--- src/rtl/zero_detect_pipe.sv ---
// zero_detect_pipe: pipelined FAN_IN-ary zero/negative detector with Z/N flags.
// Define ZDP_PARITY_EN to add out_parity, reduced through the same pipeline.
module zero_detect_pipe #(
  parameter int WIDTH  = 64,
  parameter int FAN_IN = 4
) (
  input  logic             clk,
  input  logic             reset,
  input  logic [WIDTH-1:0] in_data,
  input  logic             in_valid,
  input  logic             in_set_flags,
  input  logic             stall,
  input  logic             flush,
  output logic             out_valid,
  output logic             out_zero,
  output logic             out_neg,
`ifdef ZDP_PARITY_EN
  output logic             out_parity,
`endif
  output logic             flag_z,
  output logic             flag_n
);

  function automatic int lvl_w(input int l);
    int w;
    w = WIDTH;
    for (int i = 0; i <= l; i++) w = (w + FAN_IN - 1) / FAN_IN;
    return w;
  endfunction

  function automatic int num_lvls();
    int n;
    n = 1;
    while (lvl_w(n - 1) > 1) n++;
    return n;
  endfunction

  function automatic int lvl_off(input int l);
    int s;
    s = 0;
    for (int i = 0; i < l; i++) s += lvl_w(i);
    return s;
  endfunction

  localparam int LEVELS = num_lvls();
  localparam int TOT    = lvl_off(LEVELS);

  logic [TOT-1:0]    zq, zd;
  logic [LEVELS-1:0] vq, nq, sq;
`ifdef ZDP_PARITY_EN
  logic [TOT-1:0]    pq, pd;
`endif

  for (genvar l = 0; l < LEVELS; l++) begin : g_lvl
    localparam int OW = lvl_w(l);
    localparam int IW = (l == 0) ? WIDTH : lvl_w(l - 1);
    localparam int PW = OW * FAN_IN;
    localparam int OO = lvl_off(l);
    logic [PW-1:0] src;
`ifdef ZDP_PARITY_EN
    logic [PW-1:0] psrc;
`endif
    if (l == 0) begin : g_src0
      assign src = PW'(in_data);
`ifdef ZDP_PARITY_EN
      assign psrc = PW'(in_data);
`endif
    end else begin : g_srcn
      logic [IW-1:0] inv;
      assign inv = ~zq[lvl_off(l - 1) +: IW];
      assign src = ~PW'(inv);
`ifdef ZDP_PARITY_EN
      assign psrc = PW'(pq[lvl_off(l - 1) +: IW]);
`endif
    end
    for (genvar j = 0; j < OW; j++) begin : g_node
      if (l == 0) begin : g_nor
        assign zd[OO+j] = ~|src[j*FAN_IN +: FAN_IN];
      end else begin : g_and
        assign zd[OO+j] = &src[j*FAN_IN +: FAN_IN];
      end
`ifdef ZDP_PARITY_EN
      assign pd[OO+j] = ^psrc[j*FAN_IN +: FAN_IN];
`endif
    end
  end

  // Tree and sideband registers: hold on stall, valids cleared by flush.
  always_ff @(posedge clk or negedge reset) begin
    if (!reset) begin
      zq <= '0;
      vq <= '0;
      nq <= '0;
      sq <= '0;
`ifdef ZDP_PARITY_EN
      pq <= '0;
`endif
    end else begin
      if (!stall) begin
        zq <= zd;
        nq <= LEVELS'({nq, in_data[WIDTH-1]});
        sq <= LEVELS'({sq, in_set_flags});
`ifdef ZDP_PARITY_EN
        pq <= pd;
`endif
      end
      if (flush)
        vq <= '0;
      else if (!stall)
        vq <= LEVELS'({vq, in_valid});
    end
  end

  assign out_valid = vq[LEVELS-1];
  assign out_zero  = zq[TOT-1];
  assign out_neg   = nq[LEVELS-1];
`ifdef ZDP_PARITY_EN
  assign out_parity = pq[TOT-1];
`endif

  // Architectural flags update only when a flag-setting op really retires.
  always_ff @(posedge clk or negedge reset) begin
    if (!reset) begin
      flag_z <= 1'b0;
      flag_n <= 1'b0;
    end else if (out_valid && sq[LEVELS-1] && !stall && !flush) begin
      flag_z <= out_zero;
      flag_n <= out_neg;
    end
  end

endmodule

--- config.mk ---
export PLATFORM = sky130hd
export DESIGN_NAME = zero_detect_pipe
export DESIGN_NICKNAME = d
export VERILOG_FILES = /design/src/rtl/zero_detect_pipe.sv
export SDC_FILE = /design/constraint.sdc
export NUM_CORES = 1
export LEC_CHECK = 0
export CAP_MARGIN = 40
export CELL_PAD_IN_SITES_DETAIL_PLACEMENT = 2
export CELL_PAD_IN_SITES_GLOBAL_PLACEMENT = 2
export CORE_MARGIN = 2
export CORE_UTILIZATION = 22
export CTS_CLUSTER_SIZE = 20
export DETAILED_ROUTE_END_ITERATION = 8
export GPL_ROUTABILITY_DRIVEN = 1
export PLACE_DENSITY = 0.77
export SLEW_MARGIN = 15
export SYNTH_ARGS = -nofsm -noshare
export SYNTH_HDL_FRONTEND = slang
export SYNTH_SLANG_ARGS = --single-unit
--- constraint.sdc ---
create_clock -name clk -period 1.8 [get_ports clk]
set_clock_uncertainty 0.15 [all_clocks]
set_input_delay 0.45 -clock clk [delete_from_list [all_inputs] [get_ports clk]]
set_output_delay 0.45 -clock clk [all_outputs]
set_load 0.01 [all_outputs]
# --- After elaboration in Yosys (flattened, before gate mapping) ---
# Cells that the tools add are included.
word_totals:
  input_bits: 70
  wordCells: 55
  output_inout_bits: 5
  register_bits: 32
classes:
  n_reduce_logical: 42
  n_eq_ne: 1
  n_mux: 2
  bitwise_logic: 4
op_table:
  columns: ["cell", "count"]
  rows:
  - ["OR reduction 4 bit", 16]
  - ["inverter 16 bit", 2]
  - ["AND reduction 4 bit", 5]
  - ["logical NOT 1 bit", 18]
  - ["inverter 4 bit", 2]
  - ["two-way mux 3 bit", 2]
  - ["logical AND 1 bit", 3]
  - ["!= test 2 x 1 -> 1 bit, second input constant", 1]

# --- Longest topological paths before layout ---
depth:
  word_depth: 3
  mapped_depth: 4

# --- Least setup slack after synthesis ---
# OpenSTA, ideal clock, no wires.
synth_timing:
  path_type: "input to register"
  from: "in stall"
  to: "reg flag_n"
  arrival_ps: 1186
  setup_time_ps: 125
  setup_slack_ps: 339
  path_stages: 3
  n_path_buf: 1
  cell_sequence: "buf_6 > nor4bb_4 > mux2_2"
synth_between:
  elab_chain_len: 3
synth_rtl:
  columns: ["item", "line_no", "rtl"]
  rows:
  - ["start, declared", "12", "input logic stall,"]
  - ["logical NOT 1 bit", "126", "end else if (out_valid && sq[LEVELS-1] && !stall && !flush) begin"]
  - ["logical AND 1 bit (2 in series)", "126", null]
  - ["end signal, assigned", "128", "flag_n <= out_neg;"]
  - ["end, declared", "21", "output logic flag_n"]
# No other way between the ends.
# A chain may end at the register's enable or synchronous reset.

# --- Worst setup path in the final report ---
layout_timing:
  from: "reg zq[20]"
  to: "out out_zero"
layout_lines:
  columns: ["item", "line_no", "rtl"]
  rows:
  - ["start, declared", "48", "logic [TOT-1:0] zq, zd;"]
  - ["start signal, assigned", "100", "zq <= zd;"]
  - ["end, declared", "15", "output logic out_zero,"]
# No word-level cell between the ends.

==> impl_metrics.env <==
export IMPL_worst_setup_path_start_kind="flop"
export IMPL_die_area_mm2=0.006654
export IMPL_drt_iter0_markers=28
export IMPL_max_stage_delay_ns=0.41
export IMPL_finalHoldViolCount=0
export IMPL_maxCapViolations=0
export IMPL_slew_violations=0
export IMPL_critPathCaptureType="primary output"
export IMPL_ios=75
export IMPL_maxSlewHeadroom_pct=84.35
export IMPL_antenna_cells=0
export IMPL_mostFrequentLayoutCell="clkdlybuf4s50_1"
export IMPL_post_synth_instance_area_mm2=0.001324
export IMPL_rsz0062_at_grt="false"
export IMPL_nets=266
export IMPL_gr_total_overflow=0
export IMPL_syn_nets=186
export IMPL_post_route_util_pct=38.99
export IMPL_final_period_utilization_pct=88.32
export IMPL_antenna_left=0
export IMPL_worst_setup_path_type="reg -> out"
export IMPL_min_from="zq[2]"
export IMPL_cellPowerDensity_mw_per_mm2=741.3
export IMPL_ir_drop_uv=249.3
export IMPL_cts_buffers=5
export IMPL_drt_first_pass_iters=4
export IMPL_p_leak_uw=0.0009721
export IMPL_grt_total_usage_pct=11.33
export IMPL_regArea_um2=800.8
export IMPL_holdPathEnd="zq[2]"
export IMPL_min_path_cells=2
export IMPL_synthTopCellsByArea="dfrtp_1 60%, or4_1 9.1%, o21ai_0 7.9%, mux2_2 6.8%, nand2_1 6.0%"
export IMPL_slowest_stage="dfrtp_1"
export IMPL_root_buffer="clkbuf_8"
export IMPL_io_buffers=74
export IMPL_r2r_end="flag_z"
export IMPL_required_ns=1.20
export IMPL_drc=0
export IMPL_clock_sinks=32
export IMPL_multi_input_area_um2=491.7
export IMPL_die_w_um=81.57
export IMPL_cts_max_path_buffers=2
export IMPL_setup_viol=0
export IMPL_r2r_start="vq[2]"
export IMPL_row_count=28
export IMPL_start_util_pct=22.63
export IMPL_crit_fanout=3
export IMPL_rr_worst_depth=2
export IMPL_syn_to_final_growth_pct=72.31
export IMPL_ys_types=12
export IMPL_tritoncts="yes"
export IMPL_drive_gt1_share_pct=11.17
export IMPL_drt_total_wl_um=3474
export IMPL_synth_warnings=0
export IMPL_fmax_mhz=629.0
export IMPL_routed_via_count=1208
export IMPL_tightestPinTransition_ns=0.2344
export IMPL_rrSetupSlack_ns=0.48
export IMPL_fillers=632
export IMPL_crit_family="flip-flops"
export IMPL_yosysTopAreaCell="dfrtp_1"
export IMPL_yosys_register_bits=32
export IMPL_grt_pass1_wl_um=5678
export IMPL_viasPerCell=4.441
export IMPL_ys_seq_area_share_pct=60.49
export IMPL_coreArea_mm2=0.005851
export IMPL_grt_pass1_vias=1304
export IMPL_postSynthAreaPerCell_um2=11.41
export IMPL_final_cell_mix="68 x clkdlybuf4s50_1, 32 x dfrtp_1, 21 x nand2_1, 21 x o21ai_0, 16 x or4_1"
export IMPL_antenna_found_initial=0
export IMPL_synth_top_cell_area_share_pct=60.49
export IMPL_setup_tns_final_ns=0
export IMPL_cp_arrival_ns=0.99
export IMPL_worst_path_buf_inv=1
export IMPL_wl_per_cell_um=12.77
export IMPL_grt_max_degree=33
export IMPL_cts_htree_levels=2
export IMPL_synthesis_instances=116
export IMPL_cp_cell_sequence="dlygate4sd2_1"
export IMPL_post_cts_resized=3
export IMPL_hold_buffers=0
export IMPL_hpwlAfterDp_um=2828
export IMPL_hp_class="reg -> reg"
export IMPL_fp_dieH_um=81.57
export IMPL_outcome="finished clean"
export IMPL_period_minus_slack_ns=1.590
export IMPL_path_clk_slew_ns=0.07
export IMPL_clk_latency_ns=0.28
export IMPL_cts_setup_buffers=0
export IMPL_place_gp_congestion=0.6662
## registers in the layout, indices dropped and copies added, names as in the netlist
register / cells
flag_n: 1
sq: 3
vq: 3
nq: 3
zq: 21
flag_z: 1
## final cells by class
cell class	instances	share of cell area, %
Timing Repair Buffer	79	34.50
Sequential cell	32	35.11
Clock buffer	6	3.182
Tap cell	75	4.114
Multi-Input combinational cell	78	21.56
Clock inverter	2	1.536
## kinds of logic after synthesis
| kind of cell | count (synthesis) | synth area share, % |
|---|---|---|
| AND/OR/NAND/NOR | 46 | 20.13 |
| flip-flops | 32 | 60.49 |
| AO/OA/AOI/OAI | 21 | 7.939 |
| multiplexers | 11 | 9.074 |
| buffers and inverters | 6 | 2.362 |
## layer usage
metal	global-route usage, %	part of all wire, %	vias up
met5	0	0	-
met4	4.500	1.3	0
met3	3.626	9.9	5
met2	19.26	48	59
met1	13.24	40	565
li1	-	-	579
## stage by stage
stage / area [um^2] / hold WS [ns] / total power [uW] / cells / setup slack (ns)
finish: 2281 / 0.3307 / 1691 / 272 / 0.2103
global route: 2281 / 0.3798 / 1782 / 272 / 0.1410
CTS: 2276 / 0.3362 / 1727 / 272 / 0.01441
detailed placement: 2172 / 0.3213 / 1046 / 264 / -0.08339
global placement: 2172 / 0.3149 / 1037 / 264 / -0.07160
floorplan: 1324 / 0.004409 / 847.3 / 116 / 0.3393
## Yosys cell counts, drive strengths merged
cell and n:
nor2 3, buf 2, nor4bb 1, or4 16
mux2 8, clkbuf 4, nand4 5, mux2i 3
o21ai 21, dfrtp 32, nand2 21
## worst max-delay path by stage
| stage | cells after the start | to | startpoint | slack [ns] |
|---|---|---|---|---|
| after floorplan | 3 | flag_n | stall | 0.34 |
| after global placement | 3 | flag_z | flush | -0.07 |
| after detailed placement | 3 | flag_z | flush | -0.08 |
| after CTS | 1 | flag_z | flag_z | 0.01 |
| after global routing | 3 | zq[10] | in_data[41] | 0.14 |
| final | 1 | out_zero | zq[20] | 0.21 |
## power by group
part / internal [uW] / total [uW] / switching [uW]
Sequential: 756 / 776 / 20.2
Clock: 410 / 669 / 259
Combinational: 178 / 245 / 67.5
Total: 1340 / 1690 / 346
No activity file was read; power rests on OpenSTA's default activity.
==> RTL change, RTL diff (same flow settings) <==
The option `ZDP_PARITY_EN` is turned on by a define.
--- a/src/rtl/zero_detect_pipe.sv
+++ b/src/rtl/zero_detect_pipe.sv
@@ -1,5 +1,7 @@
 // zero_detect_pipe: pipelined FAN_IN-ary zero/negative detector with Z/N flags.
 // Define ZDP_PARITY_EN to add out_parity, reduced through the same pipeline.
+`define ZDP_PARITY_EN
+
 module zero_detect_pipe #(
   parameter int WIDTH  = 64,
   parameter int FAN_IN = 4
Function (old outputs only; new: out_parity): kept (equiv_simple and equiv_induct, registers matched by name and starting in step).
==> RTL change against the original RTL <==
Sequential power increased by 88%; first-iteration DRC count increased by 21%; sequential cell count increased by 21; worst hold slack got worse by 0.33 ns; routed wire length increased by 92%; area after synthesis increased by 120%; combinational power increased to 3.2 times the old value; total power increased by 99%; cell area increased by 77%; maximum frequency decreased by 1.0%; count of clock-buffer cells in the layout increased by 1; worst setup slack got worse by 0.016 ns; global-route usage decreased by 1.2 points.
==> RTL change: results (changes against the original RTL) <==
| Metric | Value |
|---|---|
| Clock-pin slew on the worst setup and hold paths | `0.07 ns (about the same)` |
| CTS resizes | `5 (+2)` |
| First-pass GRT wire length | `11.7 mm (+110%)` |
| Number of global-route vias before repair | `2580 (+98%)` |
| Dpl hpwl | `5.32 mm (+88%)` |
| Setup Fix Bufs, Post-CTS | `0 (unchanged)` |
| Vias | `2241 (+86%)` |
| Reg-to-reg slack, setup | `0.43 ns (-0.05 ns)` |
| Overall global routing resource usage | `10.2% (-1.2 points)` |
| PwrDens | `832 nW/um2 (+12%)` |
| Drt wl/cell | `11.8 um (-7.6%)` |
| Post-synthesis sequential area ratio | `45.5% (-15 points)` |
| Clk root buf | `clkbuf_16` |
| Top cells by count, synth | `inv_1, nand2_1, dfrtp_1` |
| Fin cells | `564 (+110%)` |
| DR pass1 iterations | `2 (-2)` |
| Final GP Congestion | `0.715 (+7.4%)` |
| Worst r2r path cells | `2 (unchanged)` |
| Ranking of synthesized cells by area | `dfrtp_1, ha_1, xnor2_1` |
| Clock buffer depth | `2 (unchanged)` |
| Clk_lat worst skew | `0.29 ns` |
| Number of antenna violations at the first check in global routing | `0 (unchanged)` |
| Fillers | `1472 (+130%)` |
| Nets | `489 (+84%)` |
| Distinct cell type count of the synthesized netlist | `15 (+3)` |
| Syn Inst Count | `311 (+170%)` |
| Share of layout cells above drive strength 1 | `5.41% (-5.8 points)` |
| Switch Pwr | `0.859 mW (+150%)` |
| Htree depth | `2 (unchanged)` |
| CP peak stage delay | `0.46 ns (+0.05 ns)` |
| Fraction of power spent switching nets | `25.6% (+5.1 points)` |
| Total CTS buffers | `5 (unchanged)` |
| DRT iter0 DRCs | `34 (+21%)` |
| Worst R2R End | `flag_n$_DFFE_PN0P_` |
| Slew Limit Headroom | `80.5% (-3.8 points)` |
| Worst reg2reg startpoint | `vq[2]$_DFFE_PN0P_` |
| Ant diodes | `0 (unchanged)` |
| Crit path DAT | `1.63 ns (+0.64 ns)` |
| Pleak | `1.97 nW (+100%)` |
| Syn nets | `413 (+120%)` |
| Biggest regs | `pq x21, zq x21` |
| Worst Hold Class | `input pin to async pin` |
| Max IR drop VDD | `0.000375 V (+50%)` |
| Worst path top cell family by delay | `buffers and inverters` |
| PortBufs | `75 (+1.4%)` |
| Pin count of the biggest net entering global routing | `74 (+120%)` |
| Status | `finished, final reports clean` |
| Placed Area | `3870 um2 (+78%)` |
| Crit Path Max Fanout | `2 (-1)` |
| Slowest CP cell | `clkdlybuf4s50_1` |
-- RTL change: cell types whose count changed in the layout (fill, tap and decap cells not counted), sizes merged --
cell / before / now
clkbuf: 6 / 7
clkdlybuf4s50: 68 / 67
clkinv: 1 / 0
dfrtp: 32 / 53
dlygate4sd2: 3 / 5
dlymetal6s2s: 2 / 1
ha: 0 / 32
inv: 0 / 64
mux2: 8 / 7
nand2: 21 / 59
o21ai: 21 / 43
or4: 16 / 0
xnor2: 0 / 31
-- RTL change: through the flow --
stage,setup TNS (ns),worst slack (ns),hold slack (ns)
2_1_floorplan,0,0.440,0.00441
3_3_place_gp,-0.140,-0.0706,0.315
3_5_place_dp,-0.465,-0.131,0.324
4_1_cts,0,0.000825,0.0169
5_1_grt,0,0.137,0.0269
6_report,0,0.194,0.00113
-- RTL change: power groups by stage --
stage	sequential [mW]	combinational (mW)	clock (mW)
after global routing	1.49	0.897	1.21
final	1.46	0.779	1.12
after detailed placement	1.49	0.821	0
after floorplan	1.46	0.484	0
after CTS	1.46	0.813	1.16
after global placement	1.48	0.777	0
-- RTL change: worst max path at each step --
stage,startpoint,to,slack [ns],cells after the start
after detailed placement,flush,flag_n$_DFFE_PN0P_,-0.13,3
after CTS,flag_z$_DFFE_PN0P_,flag_z,0.0008,1
after floorplan,flush,flag_n$_DFFE_PN0P_,0.44,2
after global routing,flush,flag_n$_DFFE_PN0P_,0.14,3
after global placement,flush,flag_z$_DFFE_PN0P_,-0.07,3
final,flush,flag_n$_DFFE_PN0P_,0.19,3
-- RTL change: final cells by class --
type,count,share of cell area [%]
Tap cell,176,5.46
Clock inverter,1,0.744
Multi-Input combinational cell,184,31.8
Inverter,64,5.95
Clock buffer,7,3.53
Sequential cell,53,32.9
Timing Repair Buffer,79,19.6
-- RTL change: cell families (layout without fill, tap and decap cells) --
group | count (synthesis) | count (layout) | synth area share [%]
mux | 10 | 10 | 3.73
compound gates | 43 | 43 | 7.38
xor+xnor | 31 | 31 | 9.31
flops | 53 | 53 | 45.5
fa+ha+maj | 32 | 32 | 13.7
buf+inv | 74 | 151 | 10.5
simple gates | 68 | 68 | 9.91
-- RTL change: metal layers --
metal / wire length (um) / part of all wire [%] / up-vias / global-route usage [%]
met2: 3700 / 56 / 44 / 20.4
li1: - / - / 1111 / -
met4: 66 / 0.99 / 0 / 2.23
met1: 2620 / 39 / 1079 / 10.7
met5: 0 / 0 / - / 0
met3: 267 / 4.0 / 7 / 2.01
